[src/rtl/core3_cpu_oci_dct_capture.sv]
// DCT capture monitor: show-ahead FIFO of {count, word} with drop tracking and an
// end-of-test drain sequence that raises test_has_ended once the FIFO is empty.
module core3_cpu_oci_dct_capture #(
  parameter int unsigned DATA_W = 30,
  parameter int unsigned CNT_W  = 4,
  parameter int unsigned ADDR_W = 4,
  parameter int unsigned DROP_W = 16
) (
  input  logic              clk,
  input  logic              reset_n,
  input  logic [DATA_W-1:0] dct_buffer,
  input  logic [CNT_W-1:0]  dct_count,
  input  logic              dct_valid,
  input  logic              test_ending,
  input  logic              rd_ready,
  output logic              rd_valid,
  output logic [DATA_W-1:0] rd_data,
  output logic [CNT_W-1:0]  rd_count,
  output logic [ADDR_W:0]   fill_level,
  output logic              overflow,
  output logic [DROP_W-1:0] drop_count,
  output logic              test_has_ended
);

  localparam int unsigned PtrW   = ADDR_W + 1;
  localparam int unsigned EntryW = CNT_W + DATA_W;
  localparam int unsigned Depth  = 2 ** ADDR_W;

  typedef enum logic [1:0] {StRun, StDrain, StEnded} state_e;

  state_e              state_q, state_d;
  logic [PtrW-1:0]     wr_ptr_q, wr_ptr_d;
  logic [PtrW-1:0]     rd_ptr_q, rd_ptr_d;
  logic [EntryW-1:0]   mem_q [Depth];
  logic [EntryW-1:0]   mem_d [Depth];
  logic                overflow_q, overflow_d;
  logic [DROP_W-1:0]   drop_count_q, drop_count_d;
  logic                test_has_ended_q, test_has_ended_d;

  logic empty, full, cand, push, pop, drop;

  always_comb begin
    empty = (wr_ptr_q == rd_ptr_q);
    full  = (wr_ptr_q[ADDR_W] != rd_ptr_q[ADDR_W]) &&
            (wr_ptr_q[ADDR_W-1:0] == rd_ptr_q[ADDR_W-1:0]);
    pop   = !empty && rd_ready;
    cand  = dct_valid && (dct_count != '0) && (state_q == StRun);
    // A full FIFO still accepts when the head leaves in the same cycle.
    push  = cand && (!full || pop);
    drop  = cand && full && !pop;
  end

  always_comb begin
    wr_ptr_d     = wr_ptr_q;
    rd_ptr_d     = rd_ptr_q;
    mem_d        = mem_q;
    overflow_d   = overflow_q;
    drop_count_d = drop_count_q;
    if (push) begin
      mem_d[wr_ptr_q[ADDR_W-1:0]] = {dct_count, dct_buffer};
      wr_ptr_d = wr_ptr_q + PtrW'(1);
    end
    if (pop) begin
      rd_ptr_d = rd_ptr_q + PtrW'(1);
    end
    if (drop) begin
      overflow_d = 1'b1;
      if (drop_count_q != '1) begin
        drop_count_d = drop_count_q + DROP_W'(1);
      end
    end
  end

  always_comb begin
    state_d = state_q;
    unique case (state_q)
      StRun:   if (test_ending) state_d = StDrain;
      StDrain: if (empty) state_d = StEnded;
      StEnded: state_d = StEnded;
      default: state_d = StRun;
    endcase
    test_has_ended_d = (state_d == StEnded);
  end

  always_ff @(posedge clk or negedge reset_n) begin
    if (!reset_n) begin
      state_q          <= StRun;
      wr_ptr_q         <= '0;
      rd_ptr_q         <= '0;
      overflow_q       <= 1'b0;
      drop_count_q     <= '0;
      test_has_ended_q <= 1'b0;
      for (int i = 0; i < Depth; i++) begin
        mem_q[i] <= '0;
      end
    end else begin
      state_q          <= state_d;
      wr_ptr_q         <= wr_ptr_d;
      rd_ptr_q         <= rd_ptr_d;
      overflow_q       <= overflow_d;
      drop_count_q     <= drop_count_d;
      test_has_ended_q <= test_has_ended_d;
      mem_q            <= mem_d;
    end
  end

  assign rd_valid       = !empty;
  assign {rd_count, rd_data} = mem_q[rd_ptr_q[ADDR_W-1:0]];
  assign fill_level     = wr_ptr_q - rd_ptr_q;
  assign overflow       = overflow_q;
  assign drop_count     = drop_count_q;
  assign test_has_ended = test_has_ended_q;

endmodule

[config.mk]
export PLATFORM = sky130hd
export DESIGN_NAME = core3_cpu_oci_dct_capture
export DESIGN_NICKNAME = d
export VERILOG_FILES = /design/src/rtl/core3_cpu_oci_dct_capture.sv
export SDC_FILE = /design/constraint.sdc
export NUM_CORES = 1
export LEC_CHECK = 0
export BUFFER_PORTS_ARGS = -buffer_cell sky130_fd_sc_hd__buf_2
export CAP_MARGIN = 10
export CORE_UTILIZATION = 45
export CTS_CLUSTER_DIAMETER = 100
export DETAILED_ROUTE_END_ITERATION = 8
export SLEW_MARGIN = 10
export SYNTH_ARGS = -nofsm -noshare
export SYNTH_HDL_FRONTEND = slang
export SYNTH_SLANG_ARGS = --single-unit
[constraint.sdc]
create_clock -name clk -period 7.36 [get_ports clk]
set_clock_uncertainty 0.05 [all_clocks]
set_input_delay 0.736 -clock clk [delete_from_list [all_inputs] [get_ports clk]]
set_output_delay 0.736 -clock clk [all_outputs]
set_load 0.02 [all_outputs]
# After elaboration in Yosys (flattened, before gate mapping)
# Cells that the tools add are included.
# Widths: inputs -> output; s select.
# word_totals
word_cells	62
inputBits	39
out_inout_bits	58
ff_bits	574
# classes
eq_ne	7
n_reduce_logical	15
addsub	4
n_lt_le_gt_ge	3
n_mux	9
bitwise	2
# ops
cell	count
$bwmux 544	1
$bmux 34 s4	1
$demux 34 s4	1
$mux 34	3
$add 16x1->16 const B	1
$ne 16x16->1 const B	1
$add 5x1->5 const B	2
$ge 5x5->1 const B	2
$not 4->5	2
$logic_and 1x1->1	8
$pmux 2 s3	1
$eq 5x5->1	1
$lt 5x1->1 const B	1
$sub 5x5->5	1
$eq 2x2->1 const B	2
$eq 4x4->1	1
$mux 2	2
$reduce_bool 4->1	1
$logic_not 1->1	3
$eq 2x1->1 const B	1
$logic_not 2->1	1
$reduce_and 2->1	1
$logic_or 1x1->1	1
$ne 1x1->1	1

# Depth between registers and ports, before layout
# Gate-level depths: netlist of the first run.
# logic_depth
word_depth	6
depth_mapped	10
depth_no_buf	7

# Least setup slack after synthesis of the first run
# Ideal clock, no wire load.
# synth_path
kind	flip-flop to flip-flop
start	reg rd_ptr_q[1]
end	reg mem_q[411] (netlist bit)
setup_slack_ps	4450
setup_ps	125
stages_incl_launch_ff	11
arrival_time_ps	2736
t_required_ps	7185
period_less_slack_ps	2910
n_path_buf	4
path_cell_list	dfrtp_1 > buf_1 > buf_1 > inv_1 > ha_1 > nand4_1 > o311a_4 > buf_6 > nand3_2 > buf_4 > mux2_2
# synth_between
elab_chain_len	5
elab_cells_between_ends	8
cone_classes	2 x eq/ne; 6 x reduce/logical
# synth_lines
item	line_no	text
start: declaration	33	logic [PtrW-1:0] rd_ptr_q, rd_ptr_d;
start signal: assignment	99	rd_ptr_q <= rd_ptr_d;
$eq 5x5->1 or $eq 4x4->1 (tied branches)	43, 45	
$logic_not 1->1 or $logic_and 1x1->1 (tied branches)	46, 44	
$logic_and 1x1->1 or $logic_not 1->1 (tied branches)	46, 49	
$logic_or 1x1->1 *	49	push = cand && (!full || pop);
$logic_and 1x1->1 *	49	
end signal: assignment	103	mem_q <= mem_d;
end: declaration	34	logic [EntryW-1:0] mem_q [Depth];
# Mark *: on every way between the ends. The rest lies on a longest branch, timed or not.
# A chain may end at the register's enable or synchronous reset.

# Worst setup path after layout of the first run
# layout_path
start	reg rd_ptr_q[0]
end	out rd_count[3]
# layout_between
elab_chain_len	4
# layout_lines
item	line_no	text
$not 4->5 (implied by the code)	108	assign {rd_count, rd_data} = mem_q[rd_ptr_q[ADDR_W-1:0]];
$bmux 34 s4	108	
$mux 34 (implied by the code) (2 in series)	108	
end: declaration	18	output logic [CNT_W-1:0] rd_count,
# No other way between the ends. The select of a mux whose other input is x is not followed.

==> run summary, run 1 <==
The number of nets in the final layout is 1727. The routed layout has 14434 vias. The wire length of the first global-routing pass came out at 98500 µm. Summing the sequential cell areas from Yosys gives 53.3% of the chip area. The worst max-slew margin expressed relative to the limit came out at 30.1%.

Counting instances in the post-synthesis netlist gives the leading cell types as dfrtp_1 (574), mux2_2 (304), mux2_4 (240). The top fanout value on the critical path came out at 47. Dividing total power by cell area gives a power density of 385 nW/µm². The most used flip-flop cell after synthesis is dfrtp_1.

The checks that failed: DRC. The number of antenna diodes is 0. The final hold violation count is 0. For the pin with the worst max-slew slack, the measured transition is 1.05 ns.

Input and output buffers added on the ports amount to 96. The area added between synthesis and finish is 11.2%. For this design the total switching power over the nets is 3.55 mW. The sum of overflow across all layers after global routing is 0. The clock transition at the registers of the reported paths came out at 0.06 ns. The number of synthesized register bits came out at 574. Across the VDD grid, the largest voltage drop is 221 µV.

The TritonCTS clock tree is yes. The later pin in the worst-skew pair is clocked with a latency of 0.62 ns. STA classifies the critical path startpoint as a register.

Synthesis produced a netlist with a net count of 1683. Setup repair after global routing left no endpoint under its margin. The total of hold buffers inserted after clock tree synthesis is 0.

The arrival time at the worst endpoint is 3.40 ns. The analysis attributes to cell leakage a power of 14.1 nW. The max-cap violation count is 0. The setup fix buffers added after clock tree synthesis came out at 0. Summed over all failing endpoints, the final setup total negative slack is 0 ns.

Of the available clock period, the critical path in the final layout requires 56.9%. The worst setup path is captured at a primary output. The initial standard-cell utilization of the core is 45.6%. The tree is rooted in a clkbuf_16. The highest achievable clock rate came out at 239 MHz. The share of power burned in the clock network came out at 27.5%. The number of global-route vias before repair is 15599. The routability congestion estimate is 0.730. The library cell with the highest instance count after synthesis is dfrtp_1. The clock passes through at most 3 buffers.

Of all cell types, the one taking the most synthesized area is dfrtp_1. The synthesized area per cell came out at 16.5 µm². The combinational group share of total power is 32.2%. After detailed routing, the total wire length is 63200 µm.

The time the final worst path needs with I/O delays and setup came out at 4.19 ns. In the routed design, unresolved DRC markers number 8. For this design the top-level I/O count stands at 97.

The post-route cell area is 30000 µm². The area of the mapped netlist came out at 27000 µm². The worst setup path startpoint is rd_ptr_q[0].

The count of mapped cells out of synthesis came out at 1633. The clock sink count came out at 574. The count of final max-slew check failures was 0.

The floorplan die width is 247 µm. The internal power of the cells totals 7.98 mW. In this run the critical register-to-register path is launched from rd_ptr_q[0].

Row generation in the floorplan step produced 89 rows. The path type of the worst min-delay path is input port to async pin. The initial detailed-routing violation count came out at 873. The critical path data required time came out at 6.57 ns. Net switching is 30.8% of the power. The wire length per cell after detailed routing came out at 25.3 µm. The detailed-placement wirelength estimate is 32400 µm. The part of the power in registers is 40.3%. The area of the die came out at 60900 µm². After floorplanning, the core was sized to cover 59100 µm². The post-route core utilization came out at 50.7%. Ranked by total cell area, the synthesized netlist is headed by dfrtp_1 (53%), mux2_4 (13%), mux2_2 (13%).

The share of synthesized flip-flops with an asynchronous set or reset is 100%. The number of enable flip-flop cells after synthesis came out at 0. The fraction of synthesized cell area taken by the top area cell type came out at 53.3%. The die height came out at 247 µm. The length of the first detailed-routing pass in iterations came out at 6. Clock tree synthesis inserted a total of 61 buffers. Post-CTS repair changed the size of 0 cells. The number of levels in the clock H-tree is 2. The number of warning messages in the yosys log is 0.

The detailed-route vias per instance is 5.78. The post-detailed-placement cell area came out at 27900 µm². The initial antenna violation count is 2.

The number of distinct library cell variants in the gate-level netlist after synthesis is 42. Global routing consumed, over all layers together, 21.5% of the routing resources. The maximum number of pins on one net before global-route repair is 162. The worst setup path is of the register to primary output kind.

The final setup violation count came out at 0. The flow ran to the end, but the final reports show violations. The layout cell share with drive strength beyond 1 came out at 53.7%. The number of nets with antenna violations after detailed routing is 0.
-- cell usage in the layout, fill, tap and decap left out, types with 4 or more instances in the layout --
cell,Yosys,final
a22oi_1,68,68
and3_1,12,4
and3_4,0,8
buf_2,22,95
buf_4,15,20
bufinv_16,0,4
clkbuf_1,64,12
clkbuf_16,0,63
clkbuf_8,0,19
clkinv_2,0,10
dfrtp_1,574,572
ha_1,10,10
inv_1,11,11
mux2_2,304,304
mux2_4,240,240
mux4_2,136,136
nand2_1,41,41
nand3_1,11,11
nand3_2,4,4
nand4_1,8,8
nor2_4,0,7
nor3_1,4,4
nor4_1,8,7
xnor2_1,11,11
xor2_1,14,14
-- sequential cells by signal (all words and copies together), names as in the netlist --
name            cells
state_q             2
drop_count         16
rd_ptr_q            5
mem_q             544
test_has_ended      1
wr_ptr_q            5
overflow            1
-- metrics by stage --
step	setup slack (ns)	hold WS, ns	total power [mW]	cells
finish	3.17	0.121	11.5	2499
global route	2.92	0.171	12.1	2499
CTS	3.02	0.151	11.7	2499
detailed placement	3.72	0.411	8.44	2387
global placement	3.73	0.402	8.34	2387
floorplan	4.45	0.390	7.37	1633
-- routing by layer --
metal / GRT usage (%) / vias up / share of wire (%)
li1: - / 6178 / -
met4: 5.41 / 4 / 1.8
met5: 0 / - / 0.049
met1: 30.1 / 7967 / 47
met2: 35.1 / 203 / 48
met3: 3.04 / 82 / 3.2
-- layout make-up --
cell class                      count  area (µm²)
Clock buffer                       94        1880
Multi-Input combinational cell    910       11800
Timing Repair Buffer              119         701
Clock inverter                     18         204
Fill cell                        4873       29200
Sequential cell                   574       14400
Tap cell                          773         967
Inverter                           11        41.3
-- power by group through the flow --
stage / logic [mW] / clock network, mW / registers [mW]
floorplan: 2.92 / 0 / 4.45
global placement: 3.69 / 0 / 4.65
detailed placement: 3.75 / 0 / 4.69
CTS: 3.76 / 3.25 / 4.65
global route: 3.98 / 3.38 / 4.77
finish: 3.71 / 3.17 / 4.65
-- critical path: stages, from the launching register on --
cell,delay (ns)
dfrtp_4,0.76
buf_4,0.81
mux4_2,0.60
a22oi_1,0.22
nand2_1,0.15
buf_2,0.19
-- logic make-up after synthesis --
logic type,count (synthesis),synth area share (%)
muxes,683,37.5
DFF,574,53.3
buffers and inverters,149,3.30
and+or+nand+nor,112,2.27
AOI/OAI and AO/OA,78,2.21
xor gates and xnor gates,26,0.872
adders and majority gates,11,0.538
-- worst paths after layout --
| path | end | slack (ns) | cells past startpoint |
|---|---|---|---|
| worst max-delay path | rd_count[3] | 3.17 | 5 |
| min in group clk | state_q[0] | 0.38 | 3 |
| worst max register to register | mem_q[134] | 4.00 | 6 |
| worst min register to register | overflow | 0.42 | 1 |
| max in group asynchronous | mem_q[200] | 5.46 | 3 |
| worst min-delay path | drop_count[15] | 0.12 | 1 |
No activity file was read; power rests on OpenSTA's default activity.
==> inputs of run 2 (changes only) <==
- clock period: 7.36 -> 4.1 ns (I/O delays scaled with it)
==> run 2 against run 1 <==
The flow still finishes with violations (DRC). Combinational power rose by 85%. Clock power rose by 95%. Cell count rose by 1.3%. Wire length fell by 0.74%. Design area rose by 1.8%. Sequential power rose by 78%. Total power rose by 85%. Worst hold slack got worse by 0.071 ns. Worst setup slack got worse by 2.5 ns. First-iteration DRC count fell by 18%. Critical endpoint is now rd_data[9]. Largest cell class unchanged. Highest routed layer unchanged.
==> run summary, run 2 (synthesis gave the netlist of run 1 again) <==
Tracing the worst setup path back leads to its startpoint at rd_ptr_q[0]. The critical path startpoint category is a register. Ranked by flip-flop count, first place goes to mem_q. The initial standard-cell utilization of the core is 45.6%. The number of levels in the clock H-tree came out at 3. The count of nets left with antenna violations once routing finished came out at 0. The detailed-route vias per instance came out at 5.70. The placeable core area came out at 59100 µm². The logic depth of the worst register-to-register path came out at 7.

The worst hold path belongs to the class input port to register. The total power of the final layout is 21.3 mW. The number of flip-flops in the largest register came out at 544. The number of global-route vias before repair is 15673.

The TritonCTS clock tree is yes. The arrival time at the worst endpoint came out at 2.95 ns. Before antenna repair, the detailed router went through 6 iterations. The worst max-slew margin expressed relative to the limit is 33.5%. The library cells used most frequently in the layout, excluding fill and tap cells, are dfrtp_1 (572), mux2_2 (304), mux2_4 (240). CTS saw 574 sinks. The initial antenna violation count was 3.

The die height came out at 247 µm. STA classifies the critical path endpoint as a primary output. Leaving out fill and tap cells, the most frequent cell in the layout is dfrtp_1. The cell total after placement came out at 2409. The residual DRC count is 16. The final hold violation count is 0. The count of final max-slew check failures came out at 0. The largest individual stage delay along the critical path comes from the cell dfrtp_4. The static leakage is 14.4 nW. VDD sags by at most 691 µV. The actual transition at the worst max-transition pin came out at 0.995 ns. The flow ran to the end, but the final reports show violations. The worst hold path cell count is 3.

In this design, the largest share of critical-path delay is due to buffers and inverters. The clock latency of the later-clocked register in the worst-skew pair came out at 0.58 ns. The areal power density over the cells is 699 nW/µm². For this block, the routed nets add up to 62700 µm of wire.

No sink is reached through more buffers than the 3 on the longest clock path. The final period utilization is 83.3%. The floorplan die width is 247 µm. The critical path is of the register to primary output type. The highest achievable clock rate came out at 293 MHz.

The number of placement rows came out at 89. The final setup violation count came out at 0. The worst register-to-register path begins at rd_ptr_q[2]. The tool flagged a number of max-cap violations equal to 0. The layout cell share with drive strength beyond 1 came out at 54.4%.

The clock transition at the registers of the reported paths is 0.06 ns. The sum of overflow across all layers after global routing came out at 0. The number of nets in the final layout came out at 1755.

The overall fraction of global-route tracks in use came out at 21.5%. The wire length per cell after detailed routing came out at 24.8 µm. Setup repair after global routing left no endpoint under its margin.

The routability congestion estimate is 0.745. Clock tree synthesis inserted a total of 66 buffers. For this run, the slowest stage of the critical path takes 0.64 ns.

The cell sitting at the root of the clock tree is a clkbuf_16. The number of standard cells in the final layout excluding fillers is 2531. The final reports fail on DRC. The detailed-placement wirelength estimate came out at 36600 µm. The initial detailed-routing violation count came out at 716. For this block, the via count after detailed routing is 14418. The count of boundary I/O pins came out at 97. Buffers placed on the I/O ports in this run total 96. Entering global routing, the biggest net connects 141 pins. After routing, the total negative slack on setup checks comes to 0 ns.

The area added between synthesis and finish came out at 13.2%. The top fanout value on the critical path is 24. The wire length of the first global-routing pass came out at 98400 µm. The critical path data required time is 3.64 ns. Counting buffers and inverters, the worst setup path is 5 cells deep. The signal on the critical path passes through buf_4, mux4_2, a22oi_1, nand2_1, buf_2.

The count of buffering cells on the critical path with inverters included is 2. The critical hold path startpoint is test_ending. The clock period could shrink to 3.41 ns. The number of cells upsized or downsized after cts came out at 0. The area of the die came out at 60900 µm².
-- run 2: changes by cell type in the layout (fill, tap and decap cells not counted), moves of 3 or more --
cell and delta:
clkbuf_8 -6, bufinv_16 +3, buf_12 +11, clkbuf_16 +8
buf_4 +11, clkinv_2 +3
-- run 2: final cells by class --
| type | count | area (µm²) |
|---|---|---|
| Inverter | 11 | 41.3 |
| Sequential cell | 574 | 14400 |
| Multi-Input combinational cell | 910 | 11800 |
| Fill cell | 4851 | 28600 |
| Clock inverter | 23 | 300 |
| Tap cell | 773 | 967 |
| Clock buffer | 97 | 2000 |
| Antenna cell | 1 | 2.50 |
| Timing Repair Buffer | 142 | 1010 |
-- run 2: worst reg2reg max path: stages (launching register included) --
cell and delay (ns):
dfrtp_1 0.49, inv_1 0.18, ha_1 0.38, nand4_1 0.18, o311ai_2 0.21, nor2_4 0.71, buf_4 0.46, mux2_2 0.39
-- run 2: report_power, final --
part           internal [mW]  switching, mW
combinational           3.67           3.18
sequential              7.34          0.954
clock                   3.83           2.35
-- run 2: path summary, 6_finish.rpt --
| path | slack [ns] | end |
|---|---|---|
| min in group asynchronous | 0.39 | drop_count[12] |
| worst min-delay path | 0.05 | state_q[0] |
| worst max register to register | 0.94 | mem_q[7] |
| worst max-delay path | 0.69 | rd_data[9] |
| worst min register to register | 0.42 | overflow |
| max in group asynchronous | 2.50 | mem_q[34] |
-- run 2: through the flow --
stage / hold slack, ns / instance area, µm² / util, % / setup slack (ns)
after floorplan: 0.0644 / 27000 / - / 1.19
after global placement: 0.415 / 28200 / 47.7 / 0.933
after detailed placement: 0.415 / 28200 / 47.7 / 0.899
after CTS: 0.00781 / 30500 / 51.6 / 0.564
after global routing: 0.0814 / 30500 / 51.6 / 0.513
final: 0.0502 / 30500 / 51.6 / 0.686
-- run 2: routing by layer --
metal	up-vias	track usage [%]	routed length [µm]	part of all wire (%)
met5	-	0	38	0.061
met4	6	5.79	1280	2.0
met3	90	3.29	2050	3.3
met2	238	34.8	30700	49
met1	7839	30.2	28600	46
li1	6245	-	-	-
-- run 2: what timing repair did --
| action | in CTS | in global routing |
|---|---|---|
| hold buffers | 1 | 0 |
| hold endpoints to repair | 90 | 0 |
| buffers inserted | 0 | 0 |
